--- src/rtl/wb_trace_fifo.sv ---
// Write-back trace capture FIFO: stamps each committed register write-back
// with a free-running cycle counter and queues it for a valid/ready consumer.
module wb_trace_fifo #(
  parameter int DEPTH  = 16,
  parameter int DATA_W = 32,
  parameter int REG_W  = 5,
  parameter int TS_W   = 16,
  parameter int DROP_W = 16
) (
  input  logic                      clock,
  input  logic                      reset,
  input  logic                      enable,
  input  logic                      filter_zero,
  input  logic                      wb_valid,
  input  logic [DATA_W-1:0]         wb_pc,
  input  logic [REG_W-1:0]          wb_addr,
  input  logic [DATA_W-1:0]         wb_data,
  input  logic                      clear_ovf,
  output logic                      out_valid,
  input  logic                      out_ready,
  output logic [DATA_W-1:0]         out_pc,
  output logic [REG_W-1:0]          out_addr,
  output logic [DATA_W-1:0]         out_data,
  output logic [TS_W-1:0]           out_ts,
  output logic [$clog2(DEPTH):0]    count,
  output logic                      overflow,
  output logic [DROP_W-1:0]         drop_count
);

  localparam int AW = $clog2(DEPTH);
  localparam int CW = AW + 1;

  logic [DATA_W-1:0] mem_pc   [DEPTH];
  logic [REG_W-1:0]  mem_addr [DEPTH];
  logic [DATA_W-1:0] mem_data [DEPTH];
  logic [TS_W-1:0]   mem_ts   [DEPTH];

  logic [AW-1:0] wr_ptr;
  logic [AW-1:0] rd_ptr;
  logic [TS_W-1:0] ts;
  logic full;
  logic empty;
  logic cap;
  logic pop;
  logic push;
  logic drop;

  // Capture/accept/drop decisions; a pop frees a slot for a same-cycle push when full.
  always_comb begin
    full  = (count == CW'(DEPTH));
    empty = (count == {CW{1'b0}});
    cap   = enable & wb_valid & ~(filter_zero & (wb_addr == {REG_W{1'b0}}));
    pop   = ~empty & out_ready;
    push  = cap & (~full | pop);
    drop  = cap & full & ~pop;
  end

  assign out_valid = ~empty;
  assign out_pc    = mem_pc[rd_ptr];
  assign out_addr  = mem_addr[rd_ptr];
  assign out_data  = mem_data[rd_ptr];
  assign out_ts    = mem_ts[rd_ptr];

  // Entry storage; deliberately not reset, only the pointers define validity.
  always_ff @(posedge clock) begin
    if (push && !reset) begin
      mem_pc[wr_ptr]   <= wb_pc;
      mem_addr[wr_ptr] <= wb_addr;
      mem_data[wr_ptr] <= wb_data;
      mem_ts[wr_ptr]   <= ts;
    end
  end

  // Pointers, occupancy and timestamp counter.
  always_ff @(posedge clock) begin
    if (reset) begin
      wr_ptr <= {AW{1'b0}};
      rd_ptr <= {AW{1'b0}};
      count  <= {CW{1'b0}};
      ts     <= {TS_W{1'b0}};
    end else begin
      ts <= ts + TS_W'(1);
      if (push) begin
        wr_ptr <= wr_ptr + AW'(1);
      end
      if (pop) begin
        rd_ptr <= rd_ptr + AW'(1);
      end
      case ({push, pop})
        2'b10:   count <= count + CW'(1);
        2'b01:   count <= count - CW'(1);
        default: count <= count;
      endcase
    end
  end

  // Sticky overflow and saturating drop counter; a clear beats a same-cycle drop.
  always_ff @(posedge clock) begin
    if (reset) begin
      overflow   <= 1'b0;
      drop_count <= {DROP_W{1'b0}};
    end else if (clear_ovf) begin
      overflow   <= 1'b0;
      drop_count <= {DROP_W{1'b0}};
    end else if (drop) begin
      overflow <= 1'b1;
      if (drop_count != {DROP_W{1'b1}}) begin
        drop_count <= drop_count + DROP_W'(1);
      end
    end
  end

endmodule

--- config.mk ---
export PLATFORM = sky130hd
export DESIGN_NAME = wb_trace_fifo
export DESIGN_NICKNAME = d
export VERILOG_FILES = /design/src/rtl/wb_trace_fifo.sv
export SDC_FILE = /design/constraint.sdc
export NUM_CORES = 1
export LEC_CHECK = 0
export CAP_MARGIN = 25
export CORE_MARGIN = 2
export CORE_UTILIZATION = 44
export DETAILED_ROUTE_END_ITERATION = 8
export HOLD_SLACK_MARGIN = 0.02
export PLACE_DENSITY = 0.64
export SYNTH_ARGS = -nofsm -noshare
export SYNTH_HDL_FRONTEND = slang
export SYNTH_SLANG_ARGS = --single-unit
--- constraint.sdc ---
create_clock -name clock -period 11.49 [get_ports clock]
set_clock_uncertainty 0.1 [all_clocks]
set_input_delay 1.149 -clock clock [delete_from_list [all_inputs] [get_ports clock]]
set_output_delay 1.149 -clock clock [all_outputs]
set_load 0.03 [all_outputs]
==> impl_results.md <==
- Outcome: completed
- Pre-CTS setup slack: between 5000 and 6000 ps
- Yosys cell types: 45
- Fin crit share: between 50% and 60%
- Warnings, synthesis: 0
- CP Cell Sequence: buf_4 -> buf_4 -> mux4_2 -> mux4_2 -> clkdlybuf4s50_1
- Peak VDD IR: 142 uV
- Synthesized Nets: between 2,000 and 2,500
- Max Root-Sink Buffers: 3
- Commonest non-fill, non-tap cell in the layout: edfxtp_1
- Vias in the first global route: 25,500
- H-tree depth: 4
- Via-to-Cell Ratio: roughly 5.7
- CTS root buffer: clkbuf_16
- Tmin final: roughly 6200 ps
- Detailed placement HPWL: around 57 mm
- First-pass GRT wire length: between 150 and 200 mm
- Synthesized cell area: roughly 53,000 sq um
- Largest net degree at the start of global routing: 170
- CTS buffer count: between 100 and 150
- Routed WL: approximately 120 mm
- CP required: around 10,000 ps
- Yosys top cell by area: edfxtp_1
- Max frequency: roughly 160 MHz
- Sequential area share after synthesis: about four fifths
- Sink Count: between 1,000 and 1,500
- Max Cap Violations: 0
- Syn Area/Cell: about 25 sq um
- Final Wtd Congestion: 0.745
- Endpoints failing setup: 0
- Slew Limit Fails: 0
- Post-route setup slack: 5300 ps
- Rows: 127
- Gate Count Post-Synth: approximately 2,200
- Worst min path class: flop to flop
- Synth top area share: 76.7%
- Critical path class: flop to output port
- Area grow syn2layout: 16.8%
- Via count: ~24,000
- Final ANT Viol Nets: 0
- Final Hold Fails: 0
- Post-CTS setup buffers: 0
- Top_reg_cell synth: edfxtp_1
- Initial antenna violation count: 2
- Clk_lat worst skew: approximately 700 ps
- Cts hold-fix bufs: 0
- Number of synthesized flops with an enable pin: ~1,400
- I/O pin count: 184
- Wirelength per Cell: ~28 um
- Ranking of synthesized cells by area: edfxtp_1 77%, mux4_2 18%, dfxtp_1 1.9%, clkbuf_1 0.45%, buf_2 0.35%
- Starting Density: between 40% and 50%
- Core area: 120,000 sq um
- Critical Path Sink Type: output port
- Worst Max-Slew Pin Slew: 1200 ps
- CP arrival: 4940 ps
- Cell Area, Placed: roughly 57,000 sq um
- CTS tree: built
- Slowest cell delay on critical path: about 930 ps
- Highest-count cells in the layout ignoring fill and taps: 1,360 x edfxtp_1, 425 x mux4_2, 183 x clkdlybuf4s50_1
- IO buf count: between 150 and 200
- Startpoint Class: flop
- Fin Setup TNS: 0 ps
- Initial drt markers: around 2,200
- Die area: 124,000 sq um
- Util after Layout: 51.9%
- Synth async-reset ratio: 0%
- RSZ-0062 raised after global routing: false
- Ratio of cells with drive above 1 in the final layout: 27.8%
- Die W: between 300 and 400 um
- Synth Register Bits: 1,410
- Clk pin slew, worst setup/hold paths: 60 ps
- Max_slew headroom: between 20 and 25%
- Die H: ~350 um
- Post-route total power: between 10 and 15 mW
- Total gr overflow: 0
- P per Cell Area: 197 nW/um^2
- Final instance area: just over 60,000 sq um
- Post-CTS Resized: 0
- Crit Path Max Fanout: 72
- Lkg Pwr: around 19 nW
- DRC Markers: 0
- Worst path slowest cell: buf_4
- GRT Total Usage: 18.8%
- Nets: around 2,500
- Router iterations before antenna repair: 7
==> final timing paths <==
path,end,slack (ps),depth (start not counted),startpoint
setup / recovery,out_pc[7],5300,5,flop
hold / removal,overflow$_SDFFE_PP0P_,370,2,overflow$_SDFFE_PP0P_
hold reg to reg,overflow$_SDFFE_PP0P_,370,2,overflow$_SDFFE_PP0P_
setup reg to reg,mem_data[10][18]$_DFFE_PP_,7890,6,count[1]$_SDFFE_PP0P_
==> through the flow <==
stage               hold WS (ps)  std cells
finish                       367       4180
global route                 383       4179
CTS                          368       4176
detailed placement           357       3902
global placement             343       3901
floorplan                    368       2173
==> Yosys cell counts (3+ instances only) <==
master / instances
nand2_1: 21
xor2_1: 14
a21oi_1: 22
edfxtp_1: 1360
nor2b_1: 3
mux2i_1: 3
ha_1: 9
o21ai_0: 8
inv_1: 8
nor4_1: 6
clkbuf_1: 64
nor2_1: 45
nand2b_1: 5
xnor2_1: 8
mux4_2: 425
nand3_1: 14
or4_1: 8
buf_1: 6
and3_1: 3
nand4_1: 6
dfxtp_1: 50
nor3_1: 4
or2_2: 3
or3_1: 7
o31ai_1: 8
buf_2: 37
==> kinds of logic after synthesis <==
group | count (synthesis) | synth area share, %
DFF | 1410 | 78.5
muxes | 430 | 18.1
and+or+nand+nor | 137 | 1.34
buffers and inverters | 117 | 0.939
AOI/OAI and AO/OA | 48 | 0.554
xor gates and xnor gates | 22 | 0.362
adders and majority gates | 9 | 0.211
==> layer usage <==
| metal | global-route usage (%) | wire, um |
|---|---|---|
| met5 | 0 | 11 |
| met4 | 4.27 | 1750 |
| met3 | 3.21 | 6440 |
| met2 | 30.7 | 57400 |
| met1 | 26.6 | 50300 |
==> state kept, by name, summed over array words and instances (netlist names), named ones only <==
| register | flops |
|---|---|
| wr_ptr | 4 |
| mem_pc | 512 |
| drop_count | 16 |
| mem_data | 512 |
| ts | 16 |
| rd_ptr | 4 |
| mem_ts | 256 |
| mem_addr | 80 |
| count | 5 |
| overflow | 1 |
==> power breakdown <==
group	switching (mW)	internal [mW]
registers	0.0517	5.66
clock network	1.91	2.88
logic	0.881	0.901
==> area by class of cell <==
cell class	count	area (sq um)
fillers	9060	57800
repair buffers	229	2310
well taps	1612	2020
flip-flops and latches	1410	41900
inverters	8	30.0
diodes	1	2.50
clock buffers	186	3930
clock inverters	88	1010
multi-input cells	646	11100
==> worst max-delay path, delay by kind of cell, from the launching register on <==
kind / cells / cell delay [ps]
flops: 1 / 750
buf+inv: 3 / 2380
mux: 2 / 950
No activity file was read; power rests on OpenSTA's default activity.
